[config.mk]
export PLATFORM = sky130hd
export DESIGN_NAME = relay_logic_sequencer
export DESIGN_NICKNAME = d
export VERILOG_FILES = /design/src/rtl/relay_alu_pkg.sv /design/src/rtl/relay_delay_counter.sv /design/src/rtl/relay_logic_sequencer.sv
export SDC_FILE = /design/constraint.sdc
export NUM_CORES = 1
export LEC_CHECK = 0
export ABC_AREA = 0
export BUFFER_PORTS_ARGS = -buffer_cell sky130_fd_sc_hd__buf_2
export CORE_UTILIZATION = 40
export CTS_BUF_LIST = sky130_fd_sc_hd__clkbuf_16
export DETAILED_ROUTE_END_ITERATION = 10
export HOLD_SLACK_MARGIN = 0.05
export PLACE_DENSITY = 0.72
export SLEW_MARGIN = 20
export SYNTH_ARGS = -nofsm -noshare
export SYNTH_HDL_FRONTEND = slang
export SYNTH_SLANG_ARGS = --single-unit
export TNS_END_PERCENT = 100
[constraint.sdc]
create_clock -name clk -period 3.81 [get_ports clk]
set_input_delay 0.1905 -clock clk [delete_from_list [all_inputs] [get_ports clk]]
set_output_delay 0.1905 -clock clk [all_outputs]
set_load 0.005 [all_outputs]
[src/rtl/relay_alu_pkg.sv]
// Shared types for the relay logic unit controller: op codes, sequencer states
// and the op -> one-hot function-enable mapping.
package relay_alu_pkg;

  typedef enum logic [1:0] {
    OP_AND = 2'b00,
    OP_OR  = 2'b01,
    OP_XOR = 2'b10,
    OP_NOT = 2'b11
  } logic_op_e;

  typedef enum logic [2:0] {
    IDLE,
    LOAD,
    SETTLE,
    DRIVE,
    RESP
  } seq_state_e;

  localparam logic [3:0] FN_NONE = 4'b0000;

  // fn_sel bit order is {NOT,XOR,OR,AND}
  function automatic logic [3:0] op_to_fnsel(input logic_op_e op);
    logic [3:0] fn;
    fn = FN_NONE;
    case (op)
      OP_AND:  fn = 4'b0001;
      OP_OR:   fn = 4'b0010;
      OP_XOR:  fn = 4'b0100;
      OP_NOT:  fn = 4'b1000;
      default: fn = FN_NONE;
    endcase
    return fn;
  endfunction

  function automatic int max2(input int a, input int b);
    return (a > b) ? a : b;
  endfunction

endpackage

[src/rtl/relay_delay_counter.sv]
// Saturating up-counter shared by the settle and drive phases; start clears it,
// done flags the last enabled cycle of a tc-cycle interval.
module relay_delay_counter #(
  parameter int CW = 2
) (
  input  logic          clk,
  input  logic          reset_n,
  input  logic          start,
  input  logic          en,
  input  logic [CW-1:0] tc,
  output logic          done
);

  logic [CW-1:0] count_q;
  logic [CW-1:0] count_d;

  always_comb begin
    count_d = count_q;
    if (start) begin
      count_d = '0;
    end else if (en && (count_q < tc)) begin
      count_d = count_q + CW'(1);
    end
  end

  always_ff @(posedge clk or negedge reset_n) begin
    if (!reset_n) begin
      count_q <= '0;
    end else begin
      count_q <= count_d;
    end
  end

  assign done = en && (count_q == (tc - CW'(1)));

endmodule

[src/rtl/relay_logic_sequencer.sv]
// Sequencer for the relay logic unit: load operands, wait for relays to settle,
// drive fn_sel, sample the result and hand it back. Flags built only with LOGIC_FLAGS_EN.
module relay_logic_sequencer
  import relay_alu_pkg::*;
#(
  parameter int W             = 8,
  parameter int SETTLE_CYCLES = 3,
  parameter int DRIVE_CYCLES  = 2
) (
  input  logic         clk,
  input  logic         reset_n,
  input  logic         req_valid,
  output logic         req_ready,
  input  logic [1:0]   req_op,
  input  logic [W-1:0] req_b,
  input  logic [W-1:0] req_c,
  output logic         ld_b,
  output logic         ld_c,
  output logic [W-1:0] opnd_b,
  output logic [W-1:0] opnd_c,
  output logic [3:0]   fn_sel,
  input  logic [W-1:0] gate_res,
  output logic         rsp_valid,
  input  logic         rsp_ready,
  output logic [W-1:0] rsp_data,
  output logic         rsp_zero,
  output logic         rsp_sign,
  output logic         busy
);

  localparam int CW = $clog2(max2(SETTLE_CYCLES, DRIVE_CYCLES) + 1);
  localparam logic [CW-1:0] SETTLE_TC = CW'(SETTLE_CYCLES);
  localparam logic [CW-1:0] DRIVE_TC  = CW'(DRIVE_CYCLES);

  seq_state_e    state_q, state_d;
  logic_op_e     op_q, op_d;
  logic [W-1:0]  b_q, b_d;
  logic [W-1:0]  c_q, c_d;
  logic [W-1:0]  rsp_data_q, rsp_data_d;
  logic          cnt_start;
  logic          cnt_en;
  logic          cnt_done;
  logic [CW-1:0] cnt_tc;
  logic          sample;

  relay_delay_counter #(.CW(CW)) u_delay (
    .clk     (clk),
    .reset_n (reset_n),
    .start   (cnt_start),
    .en      (cnt_en),
    .tc      (cnt_tc),
    .done    (cnt_done)
  );

  // Handshake: a transfer happens on a rising edge where valid and ready are both high;
  // rsp_valid stays high and rsp_data stays stable until that transfer.
  always_comb begin
    state_d    = state_q;
    op_d       = op_q;
    b_d        = b_q;
    c_d        = c_q;
    rsp_data_d = rsp_data_q;
    cnt_start  = 1'b0;
    cnt_en     = 1'b0;
    cnt_tc     = SETTLE_TC;
    sample     = 1'b0;
    req_ready  = 1'b0;
    ld_b       = 1'b0;
    ld_c       = 1'b0;
    opnd_b     = '0;
    opnd_c     = '0;
    fn_sel     = FN_NONE;
    rsp_valid  = 1'b0;
    rsp_data   = '0;
    busy       = (state_q != IDLE);
    case (state_q)
      IDLE: begin
        req_ready = 1'b1;
        if (req_valid) begin
          op_d    = logic_op_e'(req_op);
          b_d     = req_b;
          c_d     = req_c;
          state_d = LOAD;
        end
      end
      LOAD: begin
        ld_b      = 1'b1;
        ld_c      = (op_q != OP_NOT);
        opnd_b    = b_q;
        opnd_c    = c_q;
        cnt_start = 1'b1;
        state_d   = SETTLE;
      end
      SETTLE: begin
        cnt_en = 1'b1;
        if (cnt_done) begin
          cnt_start = 1'b1;
          state_d   = DRIVE;
        end
      end
      DRIVE: begin
        cnt_en = 1'b1;
        cnt_tc = DRIVE_TC;
        fn_sel = op_to_fnsel(op_q);
        if (cnt_done) begin
          sample     = 1'b1;
          rsp_data_d = gate_res;
          state_d    = RESP;
        end
      end
      RESP: begin
        rsp_valid = 1'b1;
        rsp_data  = rsp_data_q;
        if (rsp_ready) begin
          state_d = IDLE;
        end
      end
      default: state_d = IDLE;
    endcase
  end

  always_ff @(posedge clk or negedge reset_n) begin
    if (!reset_n) begin
      state_q    <= IDLE;
      op_q       <= OP_AND;
      b_q        <= '0;
      c_q        <= '0;
      rsp_data_q <= '0;
    end else begin
      state_q    <= state_d;
      op_q       <= op_d;
      b_q        <= b_d;
      c_q        <= c_d;
      rsp_data_q <= rsp_data_d;
    end
  end

`ifdef LOGIC_FLAGS_EN
  logic zero_q, zero_d;
  logic sign_q, sign_d;

  always_comb begin
    zero_d = zero_q;
    sign_d = sign_q;
    if (sample) begin
      zero_d = (gate_res == '0);
      sign_d = gate_res[W-1];
    end
  end

  always_ff @(posedge clk or negedge reset_n) begin
    if (!reset_n) begin
      zero_q <= 1'b0;
      sign_q <= 1'b0;
    end else begin
      zero_q <= zero_d;
      sign_q <= sign_d;
    end
  end

  assign rsp_zero = rsp_valid & zero_q;
  assign rsp_sign = rsp_valid & sign_q;
`else
  assign rsp_zero = 1'b0;
  assign rsp_sign = 1'b0;
`endif

endmodule

==> flow_metrics.env, run 1 <==
export IMPL_cp_cell_sequence="nor2b_1 > nand2_1 > ha_1 > nor4b_4 > mux2_2"
export IMPL_fin_crit_sh_pct=64.1
export IMPL_die_w_microns=64.7
export IMPL_peakVddDrop_mv=0.385
export IMPL_numClockSinks=31
export IMPL_yosysMostFrequentCell="dfrtp_1"
export IMPL_io_pin_count=65
export IMPL_clkTransAtPathRegs_ns=0.05
export IMPL_die_h_microns=64.7
export IMPL_min_period_ns=2.44
export IMPL_hold_path_cell_count=2
export IMPL_placed_area_sq_mm=0.00189
export IMPL_finalPower_mw=1.58
export IMPL_r2r_start="state_q[2]"
export IMPL_ys_async_sr_fraction_pct=100
export IMPL_synth_cell_types=30
export IMPL_initial_utilization_pct=42.4
export IMPL_drc=0
export IMPL_startpoint="state_q[2]"
export IMPL_layout_drive_gt1_share_pct=52.6
export IMPL_grt_usage_pct=16.5
export IMPL_wl_per_cell_microns=12.9
export IMPL_slowest_stage="nor4b_4"
export IMPL_first_pass_iters=3
export IMPL_hold_path_class="in2reg"
export IMPL_yosys_warnings=0
export IMPL_insertion_delay_ns=0.27
export IMPL_max_cap_violations=0
export IMPL_routed_wl_mm=3.07
export IMPL_dp_cells=229
export IMPL_worst_pin_slew_ns=0.852
export IMPL_hold_worst_slack_ns=0.151
export IMPL_finalNonFillerCells=238
export IMPL_place_gp_congestion=0.700
export IMPL_grt_pass1_vias=1159
export IMPL_seq_area_frac_synth_pct=49.3
export IMPL_antenna_found_initial=0
export IMPL_grt_max_degree=32
export IMPL_antenna_cells=0
export IMPL_critPathMaxFanout=16
export IMPL_postSynthCellCount=125
export IMPL_synth_area_leaders="dfrtp_1 (49%), mux2_2 (12%), mux2_4 (9.5%), and2_1 (7.2%), and3_1 (3.2%)"
export IMPL_clk_path_buf_depth=2
export IMPL_synth_top_cell_area_share_pct=49.3
export IMPL_end_kind="register"
export IMPL_port_buffers=62
export IMPL_grt_ovfl_total=0
export IMPL_dp_hpwl_mm=2.23
export IMPL_rsz0062_at_grt="no"
export IMPL_dieArea_sq_mm=0.00419
export IMPL_cts_tree="done"
export IMPL_p_leak_nw=1.07
export IMPL_min_to="b_q[4]"
export IMPL_slew_violations=0
export IMPL_ant_nets=0
export IMPL_fin_skew_ns=0.00179
export IMPL_reg2reg_to="rsp_data_q[3]"
export IMPL_grt_pass1_wl_mm=5.02
export IMPL_cpPeakStageDelay_ns=0.60
export IMPL_r2r_setup_slack_ns=1.37
export IMPL_cp_required_ns=3.96
export IMPL_vias_per_cell=4.82
export IMPL_hold_viol_final=0
export IMPL_synth_commonest_cells="dfrtp_1 (31), and2_1 (18), mux2_2 (17), mux2_4 (10), and3_1 (8)"
export IMPL_finalSetupTns_ns=0
export IMPL_worstHoldStart="req_b[4]"
export IMPL_arrival_ns=2.60
export IMPL_clock_fmax_mhz=409
export IMPL_cts_resized=0
export IMPL_numCtsBuffers=5
export IMPL_clockRootBuffer="clkbuf_16"
export IMPL_nets=220
export IMPL_start_kind="register"
export IMPL_slew_headroom_pct=43.0
export IMPL_reg2regPathDepth=5
export IMPL_routed_via_count=1148
export IMPL_synth_edf_count=0
export IMPL_fin_area_sq_mm=0.00203
export IMPL_drt_iter0_drc=28
export IMPL_htree_levels=2
export IMPL_synth_area_sq_mm=0.00157
export IMPL_outcome="finished, final reports clean"
export IMPL_setup_viol=0
export IMPL_row_count=22
export IMPL_power_density_mw_per_mm2=779
export IMPL_synth_ff_type="dfrtp_1"
export IMPL_worstSetupPathType="reg2reg"
export IMPL_yosysTopAreaCell="dfrtp_1"
export IMPL_core_sq_mm=0.00372
export IMPL_ys_ff_latch=31
export IMPL_area_delta_synth_final_pct=29.1
export IMPL_syn_avg_cell_area_sq_um=12.6
==> kinds of logic after synthesis <==
kind of cell	Yosys count	share of synthesized area, %
AO/OA/AOI/OAI	6	2.23
flip-flops	31	49.3
buffers and inverters	10	5.01
adder cells (fa/ha/maj)	1	0.795
multiplexers	27	21.7
AND/OR/NAND/NOR	49	20.7
other	1	0.238
==> how the worst max path moves through the flow <==
stage | depth (start not counted) | end
CTS | 5 | rsp_data_q[3]
detailed placement | 5 | rsp_data_q[3]
global placement | 5 | rsp_data_q[4]
global route | 5 | rsp_data_q[4]
floorplan | 5 | rsp_data_q[0]
finish | 5 | rsp_data_q[3]
==> cell usage in the layout (no fill, tap or decap), types with 3 or more instances in the layout <==
master / count
nor3_1: 4
dfrtp_1: 31
clkbuf_16: 5
and2_1: 18
nor2_1: 3
mux2_4: 10
buf_2: 62
a21oi_1: 3
inv_1: 3
nand2_1: 3
mux2_2: 17
and3_1: 8
==> what timing repair did <==
item	CTS	global route
hold buffers	1	0
hold endpoints to repair	31	0
endpoints found under the setup margin	0	0
buffers inserted	0	0
==> metal layers <==
metal  share of wire, %  track usage, %  vias to the layer above  wire length, microns
li1                   -               -                      551                     -
met3                5.1            4.58                        5                   158
met4                2.5            11.7                        0                    77
met1                 42            18.0                      553                  1290
met2                 50            27.3                       39                  1540
met5                  0               0                        -                     0
==> cell type report <==
cell class | count | area (sq um)
inverters | 3 | 11.3
well taps | 48 | 60.1
clock inverters | 3 | 11.3
clock buffers | 5 | 125
multi-input cells | 85 | 728
repair buffers | 63 | 320
fillers | 330 | 1680
flip-flops and latches | 31 | 776
==> sequential cells by signal (all words and copies together) (netlist names) <==
signal	cells
b_q	8
c_q	8
op_q	2
rsp_data_q	8
state_q	3
u_delay.count_q	2
==> per-stage QoR <==
step                utilization, %  setup slack [ns]
floorplan                        -              1.72
global placement              50.7              1.50
detailed placement            50.7              1.38
CTS                           54.7              1.35
global route                  54.7              1.16
finish                        54.7              1.37
==> critical path: cells and delay by family (launching register included) <==
kind	cells	cell delay, ns
simple gates	3	0.98
flops	1	0.53
fa+ha+maj	1	0.41
mux	1	0.40
==> power breakdown <==
part | switching, mW | internal, mW | total, mW
registers | 0.128 | 0.499 | 0.627
logic | 0.242 | 0.356 | 0.598
clock network | 0.124 | 0.234 | 0.357
(Power assumes the default switching activity.)
==> run 2: changes to the inputs <==
Settings changed: ABC_AREA 0 to 1, PLACE_DENSITY 0.72 to 0.75.
Clock period 3.81 ns to 2 ns, I/O delays scaled along.
==> run 2 against run 1 <==
Compared with the run above: sequential share of layout area increased by 0.12 points; largest cell class unchanged; setup slack got worse by 1.1 ns; non-clock buffer count increased by 1; flip-flop and latch count unchanged; worst hold slack got worse by 0.093 ns; largest power group is now combinational cells; synthesized cell count increased by 53%; global-route usage decreased by 0.72 points; routed wire length decreased by 3.1%; core utilization decreased by 0.17 points; combinational power increased by 140%; clock power increased by 89%.
==> flow_metrics.env, run 2 <==
export IMPL_outcome="finished, final reports clean"
export IMPL_grt_pass1_vias=1170
export IMPL_slew_violations=0
export IMPL_synth_edf_count=0
export IMPL_layout_commonest_cell="buf_2"
export IMPL_fin_skew_ns=0.00243
export IMPL_most_common_layout_cells="buf_2 (62), nor2_1 (50), inv_1 (36), dfrtp_1 (31), a21oi_1 (21)"
export IMPL_nets=285
export IMPL_die_w_microns=64.7
export IMPL_hold_path_class="in2reg"
export IMPL_place_gp_congestion=0.824
export IMPL_wl_per_cell_microns=9.82
export IMPL_peakVddDrop_mv=0.728
export IMPL_cp_cell_sequence="inv_2 > nand3_1 > buf_4 > nor2_1 > buf_2"
export IMPL_ys_ff_latch=31
export IMPL_min_period_ns=1.73
export IMPL_grt_ovfl_total=0
export IMPL_postCtsSetupRepairBufs=0
export IMPL_layout_drive_gt1_share_pct=32.9
export IMPL_routed_wl_mm=2.97
export IMPL_hold_worst_slack_ns=0.0581
export IMPL_synth_area_sq_mm=0.00157
export IMPL_dieArea_sq_mm=0.00418
export IMPL_drc=0
export IMPL_synth_ff_type="dfrtp_1"
export IMPL_setup_ws_ns=0.273
export IMPL_hold_viol_final=0
export IMPL_vias_per_cell=4.41
export IMPL_insertion_delay_ns=0.27
export IMPL_dp_slack_ns=0.304
export IMPL_fin_crit_sh_pct=86.3
export IMPL_area_delta_synth_final_pct=29.0
export IMPL_initial_utilization_pct=42.3
export IMPL_worst_pin_slew_ns=0.671
export IMPL_synth_area_leaders="dfrtp_1 (49%), nor2_1 (12%), inv_1 (8.4%), a21oi_1 (6.7%), a21oi_2 (4.5%)"
export IMPL_numClockSinks=31
export IMPL_grt_usage_pct=15.7
export IMPL_first_pass_iters=4
export IMPL_row_count=22
export IMPL_cp_required_ns=1.90
export IMPL_slowest_stage="dfrtp_1"
export IMPL_r2r_setup_slack_ns=0.31
export IMPL_grt_util_met1_pct=20.3
export IMPL_grt_met3_usage_pct=5.63
export IMPL_synth_commonest_cells="nor2_1 (50), inv_1 (35), dfrtp_1 (31), a21oi_1 (21), nand2_1 (10)"
export IMPL_clockRootBuffer="clkbuf_16"
export IMPL_die_h_microns=64.7
export IMPL_end_kind="output pin"
export IMPL_power_density_mw_per_mm2=1560
export IMPL_finalSetupTns_ns=0
export IMPL_synth_top_cell_area_share_pct=49.4
export IMPL_seq_area_frac_synth_pct=49.4
export IMPL_dp_hpwl_mm=2.24
export IMPL_clk_path_buf_depth=2
export IMPL_max_cap_violations=0
export IMPL_postSynthCellCount=191
export IMPL_yosys_warnings=0
export IMPL_rsz0062_at_grt="no"
export IMPL_port_buffers=62
export IMPL_grt_pass1_wl_mm=5.00
export IMPL_top_usage_layer="met2"
export IMPL_numCtsBuffers=5
export IMPL_arrival_ns=1.63
export IMPL_routed_via_count=1335
export IMPL_setup_viol=0
export IMPL_ys_async_sr_fraction_pct=100
export IMPL_synth_cell_types=24
export IMPL_antenna_found_initial=0
export IMPL_reg_top3="b_q x8, c_q x8, rsp_data_q x8"
export IMPL_antenna_cells=0
export IMPL_finalPower_mw=3.16
export IMPL_yosysMostFrequentCell="nor2_1"
export IMPL_fin_util_pct=54.5
export IMPL_io_pin_count=65
export IMPL_grt_use_met2_pct=25.0
export IMPL_cts_tree="done"
export IMPL_core_sq_mm=0.00372
export IMPL_clkTransAtPathRegs_ns=0.05
export IMPL_cts_resized=0
export IMPL_drt_iter0_drc=45
export IMPL_grt_max_degree=37
export IMPL_syn_avg_cell_area_sq_um=8.22
export IMPL_htree_levels=2
export IMPL_slew_headroom_pct=55.3
export IMPL_critPathMaxFanout=13
export IMPL_p_leak_nw=1.21
export IMPL_cpPeakStageDelay_ns=0.46
export IMPL_start_kind="register"
export IMPL_clock_fmax_mhz=579
export IMPL_hold_buffers=1
export IMPL_ant_nets=0
export IMPL_yosysTopAreaCell="dfrtp_1"
export IMPL_worstSetupPathType="reg2out"
[run 2: changes by cell type after synthesis, sizes merged, moves of 19 or more]
cell / previous run / this run
a21oi: 3 / 29
nor2: 3 / 53
and2: 19 / 0
mux2: 27 / 0
inv: 3 / 37
[run 2: cell families (layout without fill, tap and decap cells)]
family	Yosys count	after routing	synth area share (%)
compound gates	34	34	12.9
fa+ha+maj	1	1	0.797
buf+inv	46	109	13.5
flops	31	31	49.4
other cells	1	2	0.239
simple gates	78	78	23.2
[run 2: path summary, 6_finish.rpt]
path	start	to	cells past startpoint
hold reg to reg	rsp_data_q[1]	rsp_data_q[1]	2
max in group asynchronous	reset_n	rsp_data_q[2]	2
hold / removal	rsp_ready	state_q[2]	2
setup / recovery	state_q[1]	opnd_b[6]	5
min in group asynchronous	reset_n	b_q[0]	2
setup reg to reg	state_q[2]	rsp_data_q[0]	7
[run 2: layout make-up]
type / count / area [sq um]
fill: 364 / 1690
sequential: 31 / 776
timing repair buffer: 64 / 328
clock inverter: 3 / 11.3
inverter: 37 / 139
multi-input combinational: 115 / 587
tap: 48 / 60.1
clock buffer: 5 / 125
[run 2: through the flow]
stage / cells / area (sq um)
final: 303 / 2030
after detailed placement: 294 / 1880
after global routing: 303 / 2030
after floorplan: 192 / 1570
after CTS: 303 / 2030
after global placement: 294 / 1880
[run 2: where the power goes]
part | total (mW) | switching (mW) | internal, mW
logic | 1.41 | 0.856 | 0.550
registers | 1.08 | 0.143 | 0.935
clock network | 0.675 | 0.230 | 0.445
[run 2: critical path, delay by kind of cell (launching register included)]
kind                   cells  cell delay, ns
AND/OR/NAND/NOR            2            0.36
flip-flops                 1            0.46
buffers and inverters      3            0.53
[run 2: metal layers]
layer	share of wire (%)	routed length (microns)	vias up
met1	48	1420	574
met5	0	0	-
met3	7.4	220	0
met4	0	0	0
met2	45	1340	50
li1	-	-	711
==> run 3: changes to the inputs <==
==> constraint.sdc (replaced) <==
create_clock -name clk -period 2 [get_ports clk]
set_input_delay 0.2 -clock clk [delete_from_list [all_inputs] [get_ports clk]]
set_output_delay 0.2 -clock clk [all_outputs]
set_load 0.005 [all_outputs]
==> run 3 against run 2 <==
Compared with the run above: flip-flop and latch count did not move; register-to-register slack barely moved; first-iteration DRC count fell by 40%; sequential power barely moved; combinational power barely moved; design area rose by 0.19%; worst hold slack improved by 0.078 ns; total power rose by 0.52%; routed wire length fell by 1.5%; core utilization rose by 0.10 points; critical endpoint is now rsp_data[0]; largest cell class unchanged.
==> flow_metrics.env, run 3 (same netlist as run 2, synthesis figures left out) <==
export IMPL_power_density_mw_per_mm2=1560
export IMPL_port_buffers=62
export IMPL_layout_drive_gt1_share_pct=34.1
export IMPL_seq_power_share_pct=33.9
export IMPL_finalPower_mw=3.18
export IMPL_swShare_pct=39.0
export IMPL_slew_headroom_pct=56.4
export IMPL_arrival_ns=1.50
export IMPL_place_gp_congestion=0.843
export IMPL_clock_fmax_mhz=587
export IMPL_outcome="finished, final reports clean"
export IMPL_clk_path_buf_depth=2
export IMPL_core_sq_mm=0.00372
export IMPL_p_comb_share_pct=44.4
export IMPL_start_kind="register"
export IMPL_die_w_microns=64.7
export IMPL_setup_viol=0
export IMPL_worstSetupPathType="reg2out"
export IMPL_clockRootBuffer="clkbuf_16"
export IMPL_ant_nets=0
export IMPL_grt_pass1_wl_mm=4.98
export IMPL_routed_wl_mm=2.93
export IMPL_hold_worst_slack_ns=0.136
export IMPL_routed_via_count=1329
export IMPL_peakVddDrop_mv=0.718
export IMPL_io_pin_count=65
export IMPL_cts_tree="done"
export IMPL_worst_pin_slew_ns=0.654
export IMPL_power_frac_clock_pct=21.8
export IMPL_htree_levels=2
export IMPL_cts_resized=0
export IMPL_cp_required_ns=1.80
export IMPL_end_kind="output pin"
export IMPL_finalSetupTns_ns=0
export IMPL_drc=0
export IMPL_clkTransAtPathRegs_ns=0.05
export IMPL_p_leak_nw=1.21
export IMPL_grt_max_degree=37
export IMPL_fin_crit_sh_pct=85.1
export IMPL_antenna_cells=0
export IMPL_insertion_delay_ns=0.27
export IMPL_dp_hpwl_mm=2.15
export IMPL_die_h_microns=64.7
export IMPL_layout_commonest_cell="buf_2"
export IMPL_hold_viol_final=0
export IMPL_initial_utilization_pct=42.3
export IMPL_rsz0062_at_grt="no"
export IMPL_area_delta_synth_final_pct=29.2
export IMPL_reg_top3="b_q x8, c_q x8, rsp_data_q x8"
export IMPL_drt_iter0_drc=27
export IMPL_critPathMaxFanout=11
export IMPL_row_count=22
export IMPL_nets=285
export IMPL_fin_skew_ns=0.00552
export IMPL_wl_per_cell_microns=9.67
export IMPL_dieArea_sq_mm=0.00418
export IMPL_antenna_found_initial=0
export IMPL_max_cap_violations=0
export IMPL_grt_usage_pct=15.3
export IMPL_hold_path_class="in2reg"
export IMPL_vias_per_cell=4.39
export IMPL_most_common_layout_cells="buf_2 (62), nor2_1 (50), inv_1 (35), dfrtp_1 (31), a21oi_1 (21)"
export IMPL_first_pass_iters=4
export IMPL_grt_pass1_vias=1200
export IMPL_min_period_ns=1.70
export IMPL_nFillCells=360
export IMPL_slew_violations=0
export IMPL_numCtsBuffers=5
export IMPL_power_internal_mw=1.94
export IMPL_numClockSinks=31
export IMPL_grt_ovfl_total=0
export IMPL_p_sw_mw=1.24
==> run 3: worst max-delay path, stage by stage (launching register included) <==
cell and delay [ns]:
dfrtp_1 0.47, inv_2 0.13, nand3_1 0.30, nor2_1 0.20, buf_2 0.13
==> run 3: path summary, 6_finish.rpt <==
kind	from	to	slack, ns	depth (start not counted)
setup / recovery	state_q[1]	rsp_data[0]	0.30	4
hold / removal	rsp_ready	state_q[2]	0.14	2
setup reg to reg	state_q[2]	rsp_data_q[5]	0.30	7
hold reg to reg	rsp_data_q[0]	rsp_data_q[0]	0.51	2
max in group asynchronous	reset_n	c_q[2]	1.06	2
min in group asynchronous	reset_n	b_q[0]	0.50	2
==> run 3: power groups by stage <==
| stage | combinational (mW) | clock, mW | sequential, mW |
|---|---|---|---|
| 2_1_floorplan | 1.06 | 0 | 1.06 |
| 3_3_place_gp | 1.40 | 0 | 1.08 |
| 3_5_place_dp | 1.43 | 0 | 1.09 |
| 4_1_cts | 1.43 | 0.712 | 1.08 |
| 5_1_grt | 1.63 | 0.739 | 1.11 |
| 6_report | 1.41 | 0.691 | 1.08 |
==> run 3: cell type report <==
type                            instances  area [sq um]  share of cell area (%)
Sequential cell                        31           776                    38.2
Multi-Input combinational cell        115           587                    28.9
Timing Repair Buffer                   64           328                    16.2
Inverter                               37           139                    6.84
Clock buffer                            5           125                    6.17
Tap cell                               48          60.1                    2.96
Clock inverter                          3          15.0                   0.740
==> run 3: per-stage QoR <==
step	cells	util [%]	worst slack [ns]	instance area [sq um]
after floorplan	192	-	0.458	1570
after CTS	303	54.6	0.271	2030
final	303	54.6	0.297	2030
after global routing	303	54.6	0.144	2030
after detailed placement	294	50.6	0.308	1880
after global placement	294	50.6	0.359	1880
==> run 3: routing by layer <==
layer | track usage (%) | wire [microns] | vias to the layer above
met1 | 19.5 | 1430 | 568
met4 | 3.33 | 11 | 0
li1 | - | - | 705
met2 | 25.3 | 1260 | 54
met5 | 0 | 0 | -
met3 | 4.75 | 230 | 2
==> run 3: timing repair <==
item / in CTS / in global routing
setup buffers: 0 / 0
hold buffers: 1 / 0
hold endpoints to repair: 31 / 0
